File: config.mk
export PLATFORM = sky130hd
export DESIGN_NAME = sa_req_sequencer
export DESIGN_NICKNAME = d
export VERILOG_FILES = /design/src/rtl/sa_req_sequencer.sv
export SDC_FILE = /design/constraint.sdc
export NUM_CORES = 1
export LEC_CHECK = 0
export ABC_AREA = 1
export BUFFER_PORTS_ARGS = -buffer_cell sky130_fd_sc_hd__buf_2
export CORE_UTILIZATION = 50
export CTS_CLUSTER_DIAMETER = 60
export DETAILED_ROUTE_END_ITERATION = 16
export HOLD_SLACK_MARGIN = 0.08
export PLACE_DENSITY = 0.73
export REMOVE_ABC_BUFFERS = 1
export SETUP_SLACK_MARGIN = 0.2
export SLEW_MARGIN = 0
export SYNTH_ARGS = -nofsm -noshare
export SYNTH_HDL_FRONTEND = slang
export SYNTH_SLANG_ARGS = --single-unit
File: constraint.sdc
create_clock -name clk -period 2 [get_ports clk]
set_input_delay 0.1 -clock clk [delete_from_list [all_inputs] [get_ports clk]]
set_output_delay 0.1 -clock clk [all_outputs]
set_load 0.01 [all_outputs]
File: src/rtl/sa_req_sequencer.sv
// Initiator for the sa start/done handshake: FIFO of targets, start sequencing, result capture.
// Optional SA_SEQ_TIMEOUT_EN: bound the wait for sa_done and report a timeout result (res_err=1).
module sa_req_sequencer #(
  parameter int YW      = 10,
  parameter int XW      = 4,
  parameter int DEPTH   = 4,
  parameter int SETUP   = 1,
  parameter int START_W = 1,
  parameter int TIMEOUT = 64
) (
  input  logic          clk,
  input  logic          rst,
  input  logic          tgt_valid,
  output logic          tgt_ready,
  input  logic [YW-1:0] tgt_data,
  output logic [YW-1:0] sa_y_t,
  output logic          sa_start,
  input  logic          sa_done,
  input  logic [XW-1:0] sa_x,
  output logic          res_valid,
  input  logic          res_ready,
  output logic [XW-1:0] res_x,
  output logic [YW-1:0] res_y_t,
  output logic          res_err,
  output logic          busy
);
  // Handshakes: a transfer happens on a rising clk edge where valid and ready are both 1;
  // valid never waits on ready, and offered data stays stable until accepted.

  localparam int AW   = (DEPTH > 1) ? $clog2(DEPTH) : 1;
  localparam int CMAX = (TIMEOUT > SETUP) ? ((TIMEOUT > START_W) ? TIMEOUT : START_W)
                                          : ((SETUP > START_W) ? SETUP : START_W);
  localparam int CW   = $clog2(CMAX + 1);

  typedef enum logic [2:0] {
    S_IDLE, S_LOAD, S_START, S_WAIT_DONE, S_WAIT_LOW, S_PUSH
  } state_t;

  state_t          state, state_nxt;
  logic [YW-1:0]   mem [DEPTH];
  logic [AW:0]     wr_ptr, rd_ptr;
  logic            fifo_empty, fifo_full, push, pop;
  logic [CW-1:0]   cnt, cnt_nxt;
  logic [YW-1:0]   y_q;
  logic [XW-1:0]   x_cap;
  logic            cap_ok, res_load;
`ifdef SA_SEQ_TIMEOUT_EN
  logic            cap_to, err_cap;
`endif

  assign fifo_empty = (wr_ptr == rd_ptr);
  assign fifo_full  = (wr_ptr[AW] != rd_ptr[AW]) && (wr_ptr[AW-1:0] == rd_ptr[AW-1:0]);
  assign tgt_ready  = ~fifo_full & ~rst;
  assign push       = tgt_valid & tgt_ready;
  assign sa_y_t     = y_q;
  assign sa_start   = (state == S_START);
  assign busy       = (state != S_IDLE) | ~fifo_empty;

  always_comb begin
    state_nxt = state;
    cnt_nxt   = cnt;
    pop       = 1'b0;
    cap_ok    = 1'b0;
    res_load  = 1'b0;
`ifdef SA_SEQ_TIMEOUT_EN
    cap_to    = 1'b0;
`endif
    unique case (state)
      S_IDLE: if (!fifo_empty) begin
        pop       = 1'b1;
        cnt_nxt   = '0;
        state_nxt = S_LOAD;
      end
      S_LOAD: if (cnt == CW'(SETUP - 1)) begin
        cnt_nxt   = '0;
        state_nxt = S_START;
      end else begin
        cnt_nxt = cnt + CW'(1);
      end
      // Counter is cleared on the way into WAIT_DONE so the timeout starts fresh.
      S_START: if (cnt == CW'(START_W - 1)) begin
        cnt_nxt   = '0;
        state_nxt = S_WAIT_DONE;
      end else begin
        cnt_nxt = cnt + CW'(1);
      end
      S_WAIT_DONE: begin
        if (sa_done) begin
          cap_ok    = 1'b1;
          state_nxt = S_WAIT_LOW;
        end
`ifdef SA_SEQ_TIMEOUT_EN
        else if (cnt == CW'(TIMEOUT - 1)) begin
          cap_to    = 1'b1;
          state_nxt = S_PUSH;
        end else begin
          cnt_nxt = cnt + CW'(1);
        end
`endif
      end
      S_WAIT_LOW: if (!sa_done) state_nxt = S_PUSH;
      S_PUSH: if (!res_valid || res_ready) begin
        res_load  = 1'b1;
        state_nxt = S_IDLE;
      end
      default: state_nxt = S_IDLE;
    endcase
  end

  always_ff @(posedge clk) begin
    if (push) mem[wr_ptr[AW-1:0]] <= tgt_data;
  end

  always_ff @(posedge clk or posedge rst) begin
    if (rst) begin
      state     <= S_IDLE;
      cnt       <= '0;
      wr_ptr    <= '0;
      rd_ptr    <= '0;
      y_q       <= '0;
      x_cap     <= '0;
      res_valid <= 1'b0;
      res_x     <= '0;
      res_y_t   <= '0;
    end else begin
      state <= state_nxt;
      cnt   <= cnt_nxt;
      if (push) wr_ptr <= wr_ptr + (AW+1)'(1);
      if (pop) begin
        rd_ptr <= rd_ptr + (AW+1)'(1);
        y_q    <= mem[rd_ptr[AW-1:0]];
      end
      if (cap_ok) x_cap <= sa_x;
`ifdef SA_SEQ_TIMEOUT_EN
      if (cap_to) x_cap <= '0;
`endif
      // A load in the same cycle as an accept keeps res_valid high with fresh data.
      if (res_load) begin
        res_valid <= 1'b1;
        res_x     <= x_cap;
        res_y_t   <= y_q;
      end else if (res_ready) begin
        res_valid <= 1'b0;
      end
    end
  end

`ifdef SA_SEQ_TIMEOUT_EN
  always_ff @(posedge clk or posedge rst) begin
    if (rst) begin
      err_cap <= 1'b0;
      res_err <= 1'b0;
    end else begin
      if (cap_ok) err_cap <= 1'b0;
      if (cap_to) err_cap <= 1'b1;
      if (res_load) res_err <= err_cap;
    end
  end
`else
  assign res_err = 1'b0;
`endif

endmodule
Word-level counts from Yosys, hierarchy flattened
Memories as Yosys holds them, arrays and structs flattened. A register that Yosys moved wholly into a read port is not among the register bits. Cells that the tools add are included.

Bits in writable memories: 40. Memories kept: 1. Register bits after elaboration: 35. Output and inout bits: 29. Word-level logic and storage cells: 63. Input bits: 19.

Equal/unequal tests: 14. Add/subtract/negate cells: 3. Multiplexer cells: 20. Bitwise operators: 6. Reductions and logical operators: 11.

Memories: mem (depth 4, bits a word 10, read ports 1, clocked after memory_dff 1, wr ports 1, line 40) `logic [YW-1:0] mem [DEPTH];`.

Operators by type and width (number): $mux W3 (6); $pmux W3 S6 (1); $mux W7 (2); $pmux W7 S2 (1); $mux W1 (10); $ne A2 B2 Y1 const B (5); $add A7 B1 Y7 const B (1); $logic_not A7 Y1 (1); $add A3 B1 Y3 const B (2); $eq A3 B2 Y1 const B (2); $eq A3 B3 Y1 const B (2); $reduce_and A6 Y1 (1); $reduce_bool A2 Y1 (2); $eq A3 B1 Y1 const B (1); $eq A3 B3 Y1 (1); $logic_not A3 Y1 (1); $not A1 Y1 (3); $reduce_bool A3 Y1 (1); $and A1 B1 Y1 (2); $eq A2 B2 Y1 (1); $ne A2 B1 Y1 const B (1); $reduce_and A2 Y1 (1); $reduce_or A2 Y1 (1); $logic_and A1 B1 Y1 (1); other kinds (4) (4).

Longest topological paths before layout
Depth in word-level cells: 7. Mapped depth: 10. Gate-level depth less buffers: 10.

Worst setup path before layout
OpenSTA, ideal clock, no wires.

Path type: in2reg. Start point: input port rst. End point: memory mem[0][0], enable pin. Stages: 3. Required time: 1.624 ns. Buffers on the path: 0. Library setup time: 0.376 ns. Arrival time: 2.072 ns. Setup slack: -0.448 ns. Cells stage by stage: inv_1 > nand3_1 > nor2_1.

Cells in the longest elaborated chain, start to end: 5.

RTL lines: start: declaration (line 12) `input logic rst,`; $not A1 Y1 (line 53) `assign tgt_ready = ~fifo_full & ~rst;`; $and A1 B1 Y1 (line 53); $and A1 B1 Y1 (line 54) `assign push = tgt_valid & tgt_ready;`; $mux W1 (line 111) `if (push) mem[wr_ptr[AW-1:0]] <= tgt_data;`; $mux W1 (not written as such) (line 111); end: declaration (line 40).

Every way passes these cells.

Worst setup path after layout
Start point: register wr_ptr[1]. End point: memory mem[3][4], enable pin.

Cells in the longest elaborated chain, start to end: 7.

RTL lines: start: declaration (line 41) `logic [AW:0] wr_ptr, rd_ptr;`; start signal: assignment (line 128) `if (push) wr_ptr <= wr_ptr + (AW+1)'(1);`; $eq A2 B2 Y1 (line 52) `assign fifo_full = (wr_ptr[AW] != rd_ptr[AW]) && (wr_ptr[AW-1:0] == rd_ptr[AW-1:0]);`; $logic_and A1 B1 Y1 (line 52); $not A1 Y1 (line 53); $and A1 B1 Y1 (line 53); $and A1 B1 Y1 (line 54); $mux W1 (line 111); $mux W1 (not written as such) (line 111).

Several ways; a longest one is shown, not always the timed one.

==> summary.md <==
The flow ran to the end, and the final reports show no timing, DRC or antenna violations. Once the floorplan was initialized, standard cells occupied 52.6% of the core. The required arrival time at the worst endpoint came out at 2.06 ns.

The class of the most critical setup path is flip-flop to flip-flop. Dividing the detail-routed wire length by the instance count gives 13.0 um. The number of fill cells in the layout is 559. Among the stages of the critical path, the cell type that occurs most often is sky130_fd_sc_hd__buf_4. In this run, the number of DRC markers left after iteration 0 of detailed routing was 136. Clock-pin slew was measured on the worst setup and hold paths at 0.08 ns. The leakage power figure came out at 1.97 nW.

After synthesis, the mean cell area works out to 10.4 um^2. Sorting the synthesized cells by area gives the leading types as sky130_fd_sc_hd__edfxtp_1 33%, sky130_fd_sc_hd__dfrtp_1 31%, sky130_fd_sc_hd__o21ai_0 6.0%. On the critical path, the stage with the largest delay is an instance of sky130_fd_sc_hd__dfrtp_1. The cell type with the highest aggregate area in the netlist was sky130_fd_sc_hd__edfxtp_1.

The tools report the final count of pins violating max slew as 0. Once layout is complete, the utilization of the core stands at 62.9%. The actual transition at the worst max-transition pin was 0.521 ns; the overall power after layout was 0.00595 W.

After synthesis the netlist holds a flip-flop and latch count of 85. The power density relative to cell area works out to 1360 nW/um^2. The worst slack on hold paths was 0.211 ns; the total inserted antenna cells was 0. The worst pin sits at a relative slew slack of 65.3%. The via count of the first global-routing pass was 2427; the die height was 87.5 um. The sort of element at the end of the critical path is a flip-flop.

STA puts the critical path data arrival time at 1.75 ns. For this design the top-level I/O count stands at 48. The clock tree root driver cell was sky130_fd_sc_hd__clkbuf_8. In the final layout, the multi-input gates occupy 1100 um^2. Summing every instance area after synthesis gives 3650 um^2.

The area of the die is 7650 um^2. The logs give 0.645 mV for the worst supply voltage drop on vdd and 0 for the initial antenna violation count. The wire length after detailed routing was 6830 um. TritonCTS built the clock tree. The tools report the number of remaining DRC errors as 0. Summed over all nets, the half-perimeter wirelength after detailed placement is 4730 um. The later pin in the worst-skew pair is clocked with a latency of 0.36 ns. Number of hold violations in the final report: 0. Global-route total usage across every layer: 20.3%.

Compared with the post-synthesis result, the final layout area differs by 19.6%. Summed over its instances, the top area cell type makes up 32.9% of the synthesized netlist area. The post-route clock skew is 0.0118 ns.

The first detailed-routing pass ran for 4 iterations. Entering global routing, the biggest net connects 43 pins. First-pass GRT wire length: 11500 um.

The final period utilization is 84.9%. The routed layout has 2568 vias. The type of the tightest min-delay check is input port to flip-flop.

The core footprint came out at 6940 um^2. Cells with a size suffix above 1 make up 20.9% of the layout. Setup violations remaining at the end of the flow were counted as 0. The residual overflow from global routing was 0. The largest fanout on the critical path came out at 10. Number of placement rows: 30. For the count of unique library cells instantiated by Yosys, the log shows 31.

The library cells used most frequently in the layout, excluding fill and tap cells, are 47 x sky130_fd_sc_hd__nand2_1, 46 x sky130_fd_sc_hd__nor2_1, 46 x sky130_fd_sc_hd__buf_2. For the worst-case clock buffer depth, the log shows 2. Number of instances in the synthesized netlist: 351. In this design, the stage delay of the slowest critical-path cell is 0.42 ns. For the footprint of the flip-flops and latches, the log shows 2330 um^2. Counting every sink on the clock net gives 85. The final critical delay including setup and external delays is 1.70 ns.

The tools report the kind of start point of the critical path as a flip-flop. The run gives 9 as the number of buffers inserted during clock tree synthesis. Sequential cells were found to cover 63.7% of the synthesized design area.

The net count of the finished layout is 451. Leaving out fill and tap cells, the most frequent cell in the layout is sky130_fd_sc_hd__nand2_1. The max-capacitance violation count came out at 0. Walking the worst path, the cells encountered are inv_1 > nand2_1 > nand2_2 > nand4_1 > buf_4 > nand3_4 > nor2_1 > buf_4.

The maximum clock frequency was 589 MHz. The floorplan step set the die width to 87.5 um. The count of nets left with antenna violations once routing finished came out at 0. For this run, the number of Yosys warnings is 0. In the routed layout, each cell is associated on average with a via count of 4.88. Routability-driven placement finished with a final weighted congestion of 0.855. The count of buffers added on input and output ports is 46. Setup repair after global routing left no endpoint under its margin. In this run the number of H-tree levels came out at 3.
kinds of logic after synthesis:
kind of cell | count (synthesis) | share of synthesized area, %
fa+ha+maj | 7 | 2.40
compound gates | 72 | 10.4
xor+xnor | 3 | 0.719
buf+inv | 54 | 6.51
simple gates | 129 | 16.2
other cells | 1 | 0.103
flops | 85 | 63.7
final timing paths:
path / start / to / slack [ns] / cells after the start
setup / recovery: wr_ptr[1]$_DFFE_PP0P_ / mem[3][4]$_DFFE_PP_ / 0.30 / 8
hold reg to reg: res_y_t[6]$_DFFE_PP0P_ / res_y_t[6]$_DFFE_PP0P_ / 0.49 / 2
min in group asynchronous: rst / wr_ptr[1]$_DFFE_PP0P_ / 0.22 / 3
setup reg to reg: wr_ptr[1]$_DFFE_PP0P_ / mem[3][4]$_DFFE_PP_ / 0.30 / 8
max in group asynchronous: rst / res_x[2]$_DFFE_PP0P_ / 1.00 / 4
hold / removal: sa_done / state[1]$_DFFE_PP0P_ / 0.21 / 5
cells in the mapped netlist:
master and count:
sky130_fd_sc_hd__inv_2 2, sky130_fd_sc_hd__dfrtp_1 45, sky130_fd_sc_hd__o22ai_1 10, sky130_fd_sc_hd__edfxtp_1 40
sky130_fd_sc_hd__buf_4 1, sky130_fd_sc_hd__nand3_1 16, sky130_fd_sc_hd__nand2_4 1, sky130_fd_sc_hd__ha_1 7
sky130_fd_sc_hd__o21ai_0 44, sky130_fd_sc_hd__nand4_1 7, sky130_fd_sc_hd__inv_1 39, sky130_fd_sc_hd__nand3b_1 1
sky130_fd_sc_hd__buf_6 4, sky130_fd_sc_hd__nor2b_1 1, sky130_fd_sc_hd__or2_2 1, sky130_fd_sc_hd__nand3_2 1
sky130_fd_sc_hd__a21oi_2 1, sky130_fd_sc_hd__nand4_2 1, sky130_fd_sc_hd__nand2_2 1, sky130_fd_sc_hd__nor3_1 1
sky130_fd_sc_hd__nor2_2 1, sky130_fd_sc_hd__nor2_4 2, sky130_fd_sc_hd__nand4_4 1, sky130_fd_sc_hd__xor2_1 3
sky130_fd_sc_hd__nor2_1 46, sky130_fd_sc_hd__a21boi_0 1, sky130_fd_sc_hd__conb_1 1, sky130_fd_sc_hd__clkbuf_1 7
sky130_fd_sc_hd__nand2_1 48, sky130_fd_sc_hd__a21oi_1 16, sky130_fd_sc_hd__buf_2 1
metal layers:
| layer | GRT usage, % | wire (um) | share of wire (%) | vias up |
|---|---|---|---|---|
| li1 | - | - | - | 1321 |
| met1 | 29.3 | 3530 | 52 | 1179 |
| met2 | 29.1 | 2890 | 42 | 56 |
| met3 | 5.02 | 275 | 4.0 | 12 |
| met4 | 8.64 | 140 | 2.0 | 0 |
| met5 | 0 | 0 | 0 | - |
through the flow:
step / area [um^2] / setup slack, ns / instances / setup TNS, ns
finish: 4370 / 0.303 / 526 / 0
detailed placement: 4000 / 0.171 / 491 / 0
floorplan: 3570 / -0.448 / 338 / -17.92
global route: 4370 / 0.216 / 526 / 0
global placement: 4000 / 0.287 / 491 / 0
CTS: 4340 / 0.232 / 524 / 0
flip-flops by register name, summed over array words and instances, names as in the netlist:
register and count:
mem 40, res_y_t 10, sa_y_t 10, cnt 7
res_x 4, x_cap 4, rd_ptr 3, state 3
wr_ptr 3, res_valid 1
power breakdown:
group	switching (W)	internal, W	leakage [nW]
logic	0.00145	0.000863	0.978
clock network	0.000593	0.000449	0.0841
registers	0.000279	0.00232	0.906
what timing repair did:
| action | CTS | global route |
|---|---|---|
| pin swaps | 0 | 1 |
| setup endpoints to repair | 40 | 41 |
| gates cloned | 0 | 0 |
| gates resized for setup | 1 | 4 |
| endpoints found under the hold margin | 93 | 0 |
| buffers inserted | 0 | 2 |
| hold buffers | 17 | 0 |
cell type report:
class | instances | share of cell area (%)
clock buffer | 10 | 2.92
tap | 96 | 2.75
timing repair buffer | 76 | 11.4
multi-input combinational | 212 | 25.3
clock inverter | 6 | 0.887
sequential | 85 | 53.3
inverter | 41 | 3.52
worst max-delay path: cells and delay by family (launching register included):
family                 cells  cell delay [ns]
flip-flops                 1             0.42
buffers and inverters      3             0.45
AND/OR/NAND/NOR            5             0.54
Note: power is estimated with default switching activity, not from simulation.
